<file path="config.mk">
export PLATFORM = sky130hd
export DESIGN_NAME = brightness_fader
export DESIGN_NICKNAME = d
export VERILOG_FILES = /design/src/rtl/brightness_fader.sv
export SDC_FILE = /design/constraint.sdc
export NUM_CORES = 1
export LEC_CHECK = 0
export ABC_AREA = 1
export CAP_MARGIN = 20
export CELL_PAD_IN_SITES_DETAIL_PLACEMENT = 1
export CELL_PAD_IN_SITES_GLOBAL_PLACEMENT = 1
export CORE_ASPECT_RATIO = 0.6
export CORE_UTILIZATION = 47
export CTS_CLUSTER_SIZE = 20
export DETAILED_ROUTE_END_ITERATION = 12
export HOLD_SLACK_MARGIN = 0.06
export PLACE_DENSITY = 0.95
export SLEW_MARGIN = 25
export SYNTH_ARGS = -nofsm -noshare
export SYNTH_HDL_FRONTEND = slang
export SYNTH_SLANG_ARGS = --single-unit
</file>
<file path="constraint.sdc">
create_clock -name clk_i -period 4.45 [get_ports clk_i]
set_input_delay 0.89 -clock clk_i [delete_from_list [all_inputs] [get_ports clk_i]]
set_output_delay 0.89 -clock clk_i [all_outputs]
set_load 0.1 [all_outputs]
</file>
<file path="src/rtl/brightness_fader.sv">
// brightness_fader: owns the PWM brightness. Encoder pulses and host commands set a target, and
// brightness_o ramps toward it one step per tick. Breathing mode is built only with BRIGHTNESS_FADER_BREATHE_EN.
module brightness_fader #(
  parameter int unsigned CLOCK_FREQ_MHZ = 100,
  parameter int unsigned STEP_PERIOD_US = 1000,
  parameter int unsigned PWM_VALUE_SIZE = 8,
  parameter int unsigned BRIGHTNESS_INC = 5,
  parameter int unsigned RAMP_STEP      = 1
) (
  input  logic                      clk_i,
  input  logic                      rst_i,
  input  logic                      inc_i,
  input  logic                      dec_i,
  input  logic                      cmd_valid_i,
  input  logic [PWM_VALUE_SIZE-1:0] cmd_target_i,
  output logic                      cmd_ready_o,
  output logic [PWM_VALUE_SIZE-1:0] brightness_o,
  output logic [PWM_VALUE_SIZE-1:0] target_o,
  output logic                      busy_o
`ifdef BRIGHTNESS_FADER_BREATHE_EN
  ,
  input  logic                      breathe_i
`endif
);

  localparam int unsigned W = PWM_VALUE_SIZE;
  localparam logic [31:0] TICK_CYCLES = 32'(CLOCK_FREQ_MHZ * STEP_PERIOD_US);
  localparam logic [31:0] TICK_LAST   = TICK_CYCLES - 32'd1;
  localparam logic [31:0] STEP_32     = 32'(RAMP_STEP);
  localparam logic [W-1:0] STEP_W     = W'(RAMP_STEP);
  localparam logic [W-1:0] INC_W      = W'(BRIGHTNESS_INC);
  localparam logic [W-1:0] MAX_VAL    = {W{1'b1}};
  localparam logic [W-1:0] INC_LIMIT  = MAX_VAL - INC_W;

`ifdef BRIGHTNESS_FADER_BREATHE_EN
  typedef enum logic [1:0] {
    ST_IDLE    = 2'd0,
    ST_RAMP    = 2'd1,
    ST_BR_DOWN = 2'd2,
    ST_BR_UP   = 2'd3
  } state_t;
`else
  typedef enum logic [1:0] {
    ST_IDLE = 2'd0,
    ST_RAMP = 2'd1
  } state_t;
`endif

  state_t       state_reg, state_next;
  logic [W-1:0] brightness_reg, brightness_next;
  logic [W-1:0] target_reg, target_next;
  logic [31:0]  tick_cnt_reg, tick_cnt_next;
  logic         tick;
  logic         cmd_fire;

  // One step toward goal, landing exactly on it when within RAMP_STEP (no overshoot, no wrap).
  function automatic logic [W-1:0] step_toward(input logic [W-1:0] cur, input logic [W-1:0] goal);
    logic [W-1:0] diff;
    logic [W-1:0] res;
    diff = (goal > cur) ? (goal - cur) : (cur - goal);
    if (32'(diff) <= STEP_32) begin
      res = goal;
    end else if (goal > cur) begin
      res = cur + STEP_W;
    end else begin
      res = cur - STEP_W;
    end
    return res;
  endfunction

`ifdef BRIGHTNESS_FADER_BREATHE_EN
  function automatic logic [W-1:0] step_down(input logic [W-1:0] cur);
    logic [W-1:0] res;
    if (32'(cur) <= STEP_32) begin
      res = '0;
    end else begin
      res = cur - STEP_W;
    end
    return res;
  endfunction
`endif

  assign cmd_ready_o  = (state_reg == ST_IDLE);
  assign busy_o       = (state_reg != ST_IDLE);
  assign brightness_o = brightness_reg;
  assign target_o     = target_reg;
  assign cmd_fire     = cmd_valid_i && cmd_ready_o;
  assign tick         = (state_reg != ST_IDLE) && (tick_cnt_reg == TICK_LAST);

  // Host handshake has priority; encoder pulses apply in any state and saturate by being ignored.
  always_comb begin
    target_next = target_reg;
    if (cmd_fire) begin
      target_next = cmd_target_i;
    end else if (inc_i && !dec_i) begin
      if (target_reg <= INC_LIMIT) begin
        target_next = target_reg + INC_W;
      end
    end else if (dec_i && !inc_i) begin
      if (target_reg >= INC_W) begin
        target_next = target_reg - INC_W;
      end
    end
  end

  always_comb begin
    tick_cnt_next = 32'd0;
    if (state_reg != ST_IDLE && !tick) begin
      tick_cnt_next = tick_cnt_reg + 32'd1;
    end
  end

  always_comb begin
    state_next      = state_reg;
    brightness_next = brightness_reg;
    case (state_reg)
      ST_IDLE: begin
        if (brightness_reg != target_reg) begin
          state_next = ST_RAMP;
`ifdef BRIGHTNESS_FADER_BREATHE_EN
        end else if (breathe_i) begin
          state_next = ST_BR_DOWN;
`endif
        end
      end
      ST_RAMP: begin
        if (brightness_reg == target_reg) begin
          state_next = ST_IDLE;
        end else if (tick) begin
          brightness_next = step_toward(brightness_reg, target_reg);
        end
      end
`ifdef BRIGHTNESS_FADER_BREATHE_EN
      ST_BR_DOWN: begin
        if (!breathe_i) begin
          state_next = ST_RAMP;
        end else if (brightness_reg == '0) begin
          state_next = ST_BR_UP;
        end else if (tick) begin
          brightness_next = step_down(brightness_reg);
        end
      end
      ST_BR_UP: begin
        if (target_reg < brightness_reg) begin
          state_next = ST_BR_DOWN;
        end else if (brightness_reg == target_reg) begin
          state_next = breathe_i ? ST_BR_DOWN : ST_IDLE;
        end else if (tick) begin
          brightness_next = step_toward(brightness_reg, target_reg);
        end
      end
`endif
      default: begin
        state_next = ST_IDLE;
      end
    endcase
  end

  always_ff @(posedge clk_i or negedge rst_i) begin
    if (!rst_i) begin
      state_reg      <= ST_IDLE;
      brightness_reg <= '0;
      target_reg     <= '0;
      tick_cnt_reg   <= 32'd0;
    end else begin
      state_reg      <= state_next;
      brightness_reg <= brightness_next;
      target_reg     <= target_next;
      tick_cnt_reg   <= tick_cnt_next;
    end
  end

endmodule
</file>
# Word level (Yosys, flattened, before mapping)
# Cells that the tools add are included.
# totals
register_bits	50
input_bits	13
output_inout_bits	18
wordCells	50
# classes
addsub	7
magnitude_cmp	4
eq_ne	7
mux	12
n_bitwise	1
n_reduce_logical	15
# op_table
cell	count
$mux 8	8
$add 32x1->32 const B	1
$eq 32x17->1 const B	1
$mux 32	1
$sub 8x8->8	2
$add 8x1->8 const B	1
$add 8x3->8 const B	1
$eq 8x8->1	1
$ge 8x3->1 const B	1
$gt 8x8->1	1
$le 8x1->1 const B	1
$le 8x8->1 const B	1
$ne 8x8->1	1
$sub 8x1->8 const B	1
$sub 8x3->8 const B	1
$reduce_and 3->1	2
$reduce_bool 3->1	2
$logic_and 1x1->1	5
$mux 2	2
$pmux 2 s2	1
$logic_not 1->1	3
$ne 3x2->1 const B	1
$eq 2x1->1 const B	1
$logic_not 2->1	1
5 further kinds	5

# Longest topological paths before layout
# depth
ltp_word	5
mapped_depth	21
ltp_nobuf	21

# Worst setup path before layout
# No wires, ideal clock.
# synth_timing
path_kind	reg-to-reg
startpoint	register target_reg[0], in the netlist target_o[0]
endpoint	register brightness_reg[7], in the netlist brightness_o[7]
setup_ns	0.120
t_arrival_ns	3.303
required_time_ns	4.330
path_slack_ns	1.027
stages_incl_launch_ff	22
path_buffers	0
period_less_slack_ns	3.423
path_cell_list	dfrtp_1 inv_1 ha_1 inv_1 fa_1 nand2_1 nand2_2 nand3_2 nand2_2 nand2_4 ha_1 nand3_1 nand3_1 nand2_1 nand3_1 inv_1 nand3_1 nand2_1 inv_1 nand3_1 nand3_1 nand2_1
# synth_via
elab_chain_len	4
elab_cells_between_ends	10
classes_between	add/sub: 2; order compare: 2; eq/ne: 1; mux: 3; bitwise: 1; reduce/logical: 1
# synth_lines
item	line	rtl
from (decl)	51	logic [W-1:0] target_reg, target_next;
from (signal assigned)	168	target_reg <= target_next;
$sub 8x8->8 / $gt 8x8->1 (equally long branches)	60, 63	
$mux 8	60	diff = (goal > cur) ? (goal - cur) : (cur - goal);
$le 8x1->1	61	if (32'(diff) <= STEP_32) begin
$mux 8	61	
to (signal assigned)	167	brightness_reg <= brightness_next;
to (decl)	50	logic [W-1:0] brightness_reg, brightness_next;
# Parallel ways exist; a longest one is shown, timed or not.
# A chain may end at the register's enable or synchronous reset.

# Worst setup path in the final report
# Same ends and word-level chain as after synthesis.

==> flow_metrics.py <==
metrics = {
    "synth": {
        "synth.avg_cell_area_um2": 6.878,
        "syn_nets": 657,
        "ys_seq_elements": 49,
        "ys.warnings.count": 0,
        "ys.flop_type": "dfrtp_1",
        "async_reset_ff_share_pct": 100.0,
        "seq_area_frac_synth_pct": 29.04,
        "synth-edff-count": 0,
        "netlist_top_cells_area": "dfrtp_1 (29%), nand2_1 (13%), ha_1 (8.0%), inv_1 (7.2%), nor2_1 (6.0%)",
        "postSynthCellCount": 614,
        "mappedNetlistArea_um2": 4223,
        "ys_types": 42,
        "synth_top_area_share_pct": 29.04,
        "yosys.area.top_type": "dfrtp_1",
    },
    "worst_setup_path": {
        "worstSetupPathType": "register to register",
        "crit_path_start_kind": "register",
        "arrival_ns": 3.63,
        "cp_max_fo": 12,
        "worstPathRequired_ns": 4.69,
        "endpoint_kind": "register",
    },
    "placed_design": {
        "place_congestion": 0.9947,
        "hpwl_mm": 11.73,
        "portBuffers": 30,
        "placedInstanceArea_um2": 4622,
    },
    "run_status": {
        "status": "completed",
    },
    "layout": {
        "diodes": 0,
        "nNetsFinal": 688,
        "area_growth_pct": 13.63,
        "largest_register_ffs": 32,
        "drive_gt1_share_pct": 8.050,
        "layout_commonest_cell": "nand2_1",
        "final_cell_mix": "nand2_1 (144), inv_1 (81), nor2_1 (68), nand3_1 (49), dfrtp_1 (49)",
        "stdcell_area_um2": 4798,
    },
    "sta": {
        "post-route-period-util_pct": 76.18,
        "slew_headroom_pct": 31.60,
        "hold_viol_final": 0,
        "fin_crit_ns": 3.390,
        "fin_setup_tns_ns": 0,
        "clock.fmax_mhz": 295.0,
        "finalMaxSlewViolations": 0,
        "rsz0062_at_grt": "no",
        "worst_hold_slack_ns": 0.4802,
        "worst_slew_pin_slew_ns": 1.023,
        "finalClockSkew_ns": 0.008399,
        "setup_viol": 0,
    },
    "die": {
        "initial_core_util_pct": 48.98,
        "dieWidth_um": 124.4,
        "die-area_um2": 9380,
        "num_rows": 26,
        "coreArea_um2": 8621,
        "pin_count": 31,
        "die_h_um": 75.42,
    },
    "detailed_routing": {
        "wirelength_mm": 15.32,
        "routedWlPerCell_um": 20.21,
        "drc": 0,
        "viasPerCell": 6.092,
        "ant_nets": 0,
        "drt_iter0_markers": 417,
        "vias": 4618,
        "drt_first_pass_iters": 5,
    },
    "power": {
        "ir_drop_mv": 0.4385,
        "pwr-share-seq_pct": 22.7,
        "switching_share_pct": 54.26,
        "p_sw_uw": 1539,
        "internal-power_uw": 1297,
        "leakagePower_uw": 0.002267,
        "power_frac_comb_pct": 60.9,
        "p_clk_share_pct": 16.5,
        "power.density_nw_per_um2": 591.1,
    },
    "clock_network": {
        "clk-insertion-delay-late_ns": 0.30,
        "clk_pin_slew_worst_paths_ns": 0.07,
        "cts_root_buf": "clkbuf_16",
        "cts_made_buffers": 5,
        "cts.sinks": 49,
        "cts_setup_buffers": 0,
        "cts_resized": 0,
        "tritoncts": "yes",
        "htree_levels": 2,
        "hold_buffers": 0,
        "ctsLongestPathBuffers": 2,
    },
    "global_routing": {
        "antenna_found_initial": 0,
        "grt_pass1_wl_mm": 24.30,
        "gr-usage-all-layers_pct": 33.50,
        "grt_max_degree": 50,
        "grt_overflow": 0,
        "grt_pass1_vias": 4582,
    },
    "job": {
        "drv_cap": 0,
    },
    "min_path": {
        "hp-class": "register to register",
    },
}
cells in the mapped netlist, types with 8 or more instances:
master	number
a21oi_1	26
dfrtp_1	49
ha_1	27
inv_1	81
inv_2	9
nand2_1	145
nand2_2	8
nand3_1	49
nand4_1	15
nor2_1	68
nor3_1	30
nor4_1	11
o21ai_0	9
xor2_1	15
kinds of logic after synthesis:
kind of cell,share of synthesized area (%)
AO/OA/AOI/OAI,8.030
XOR/XNOR,3.734
adder cells (fa/ha/maj),9.422
buffers and inverters,9.185
flip-flops,29.04
AND/OR/NAND/NOR,40.59
critical path: stages (launching register included):
cell and delay, ns:
dfrtp_1 0.46, inv_1 0.24, ha_1 0.19, inv_1 0.08
fa_1 0.40, nand2_1 0.12, nand2_2 0.10, nand3_2 0.09
nand2_2 0.08, nand2_4 0.18, ha_1 0.32, nand2_1 0.10
nand3_1 0.15, nand2_1 0.09, nand3_1 0.09, inv_1 0.08
nand3_1 0.12, nand2_1 0.11, inv_1 0.06, nand3_1 0.08
nand3_1 0.09, nand2_1 0.09
final cells by class:
cell class | count | area (um^2)
clock buffers | 6 | 138.9
fillers | 1116 | 3822
repair buffers | 31 | 302.8
well taps | 112 | 140.1
flip-flops and latches | 49 | 1226
inverters | 91 | 341.6
clock inverters | 2 | 37.54
multi-input cells | 467 | 2611
worst paths after layout:
path	to	slack [ns]	start	depth (start not counted)
worst min register to register	tick_cnt_reg[0]	0.48	tick_cnt_reg[0]	1
max in group asynchronous	brightness_o[4]	3.29	rst_i	2
worst max-delay path	brightness_o[7]	1.06	target_o[0]	21
worst min-delay path	tick_cnt_reg[0]	0.48	tick_cnt_reg[0]	1
min in group asynchronous	tick_cnt_reg[13]	0.71	rst_i	2
worst max register to register	brightness_o[7]	1.06	target_o[0]	21
power groups by stage:
stage / logic, uW / registers, uW / clock network (uW)
after floorplan: 995 / 853 / 0
after CTS: 1690 / 637 / 465
after global routing: 1870 / 651 / 477
final: 1730 / 643 / 467
after global placement: 1560 / 635 / 0
after detailed placement: 1660 / 642 / 0
routing by layer:
layer  global-route usage, %  vias up  part of all wire [%]
met5                       0        -                     0
met4                   8.835        0                   1.6
met3                   7.374       38                   9.7
met2                   53.16      249                    44
met1                   46.75     2267                    45
li1                        -     2064                     -
stage by stage:
step | instances | setup slack (ns) | power (uW) | util (%)
floorplan | 614 | 1.027 | 1848 | -
global placement | 750 | 1.523 | 2194 | 53.58
detailed placement | 750 | 1.216 | 2300 | 53.61
CTS | 758 | 1.116 | 2794 | 55.66
global route | 758 | 0.8318 | 3001 | 55.66
finish | 758 | 1.060 | 2836 | 55.66
(Power assumes the default switching activity.)
==> RTL edit, RTL diff (config.mk and constraints unchanged) <==
`PWM_VALUE_SIZE`: 8 -> 16.
--- a/src/rtl/brightness_fader.sv
+++ b/src/rtl/brightness_fader.sv
@@ -3,7 +3,7 @@
 module brightness_fader #(
   parameter int unsigned CLOCK_FREQ_MHZ = 100,
   parameter int unsigned STEP_PERIOD_US = 1000,
-  parameter int unsigned PWM_VALUE_SIZE = 8,
+  parameter int unsigned PWM_VALUE_SIZE = 16,
   parameter int unsigned BRIGHTNESS_INC = 5,
   parameter int unsigned RAMP_STEP      = 1
 ) (
Interface: changed (resized brightness_o, cmd_target_i and target_o); port bits go from 31 to 55. The function was not compared with the original's and may differ.
==> RTL edit against the original RTL <==
Setup slack worse by 880 ps; sequential cell count is 16 higher; critical path depth is 1 higher; routed wire length is 80% higher; first-iteration DRC count is 140% higher; design area is 61% higher; highest routed layer unchanged; clock skew is 3.5 ps higher; via count is 67% higher; area after synthesis is 57% higher; worst hold slack worse by 8.1 ps; total power is 91% higher.
==> RTL edit: results <==
export IMPL_grt_max_degree=45
export IMPL_n_all_inverters=149
export IMPL_gr_usage_all_layers=0.3911
export IMPL_synth_xor_area_frac=0.04884
export IMPL_cp_arrival_ps=4510
export IMPL_grt_pass1_vias=7609
export IMPL_status="finished, final reports clean"
export IMPL_clk_latency_ps=350
export IMPL_die_area_um2=14610
export IMPL_place_inst=1271
export IMPL_crit_fanout=10
export IMPL_cts_sinks=65
export IMPL_worstMarginPinSlew_ps=1015
export IMPL_finalNetCount=1166
export IMPL_dp_hpwl_mm=21.33
export IMPL_synth_area_leaders="dfrtp_1 25%, nand2_1 17%, ha_1 9.8%, inv_1 7.8%, nand3_1 7.2%"
export IMPL_buffer_area_frac=0.07917
export IMPL_n_fill_cell=1863
export IMPL_synth_compound_area_frac=0.1084
export IMPL_htree_levels=3
export IMPL_via_count=7732
export IMPL_dp_slack_ps=158.8
export IMPL_placed_area_um2=7387
export IMPL_muxShareOfSynthArea=0.001509
export IMPL_gp_congestion=0.9971
export IMPL_final_clk_cell_share=0.04169
export IMPL_seq_area_frac_synth=0.2451
export IMPL_ff_latch_area_um2=1627
export IMPL_synth_distinct_cells=52
export IMPL_swShare=0.5890
export IMPL_synth_top_cells_by_count="302 x nand2_1, 137 x inv_1, 96 x nor2_1"
export IMPL_wl_per_cell_um=21.41
export IMPL_ir_drop_mv=0.3181
export IMPL_finalClockSkew_ps=11.86
export IMPL_cts_buffers=9
export IMPL_drtPass1Iterations=6
export IMPL_multi_input_cells=801
export IMPL_grtUsageMet1=0.5748
export IMPL_synth_warnings=0
export IMPL_synth_fp_nets=1111
export IMPL_synthCells=1035
export IMPL_final_util=0.5626
export IMPL_wl_met2_mm=11.37
export IMPL_nClkBuffers=10
export IMPL_viasPerCell=6.008
export IMPL_multi_input_area_share=0.5642
==> RTL edit: changes by cell type after synthesis, sizes merged, moves of 9 or more <==
cell and delta:
xor2 +13, nor3 -11, inv +58, dfrtp +16, a21oi +27, nand3 +41, o21ai +28, nor2 +23
clkbuf +11, nand4 +9, nand2 +156, ha +25
==> RTL edit: path summary, 6_finish.rpt <==
kind	to	slack (ps)	cells past startpoint
worst min-delay path	tick_cnt_reg[0]	470	1
max in group asynchronous	brightness_o[15]	2930	2
worst max-delay path	brightness_o[12]	180	22
min in group asynchronous	target_o[0]	510	1
worst max register to register	brightness_o[12]	180	22
worst min register to register	tick_cnt_reg[0]	470	1
==> RTL edit: power by group through the flow <==
stage | Clock, W | Sequential [W] | Combinational, W
after detailed placement | 0 | 0.000857 | 0.00359
after global routing | 0.000816 | 0.000867 | 0.00405
after global placement | 0 | 0.000845 | 0.00345
after CTS | 0.000798 | 0.000849 | 0.00365
after floorplan | 0 | 0.00121 | 0.00224
final | 0.000803 | 0.000859 | 0.00377
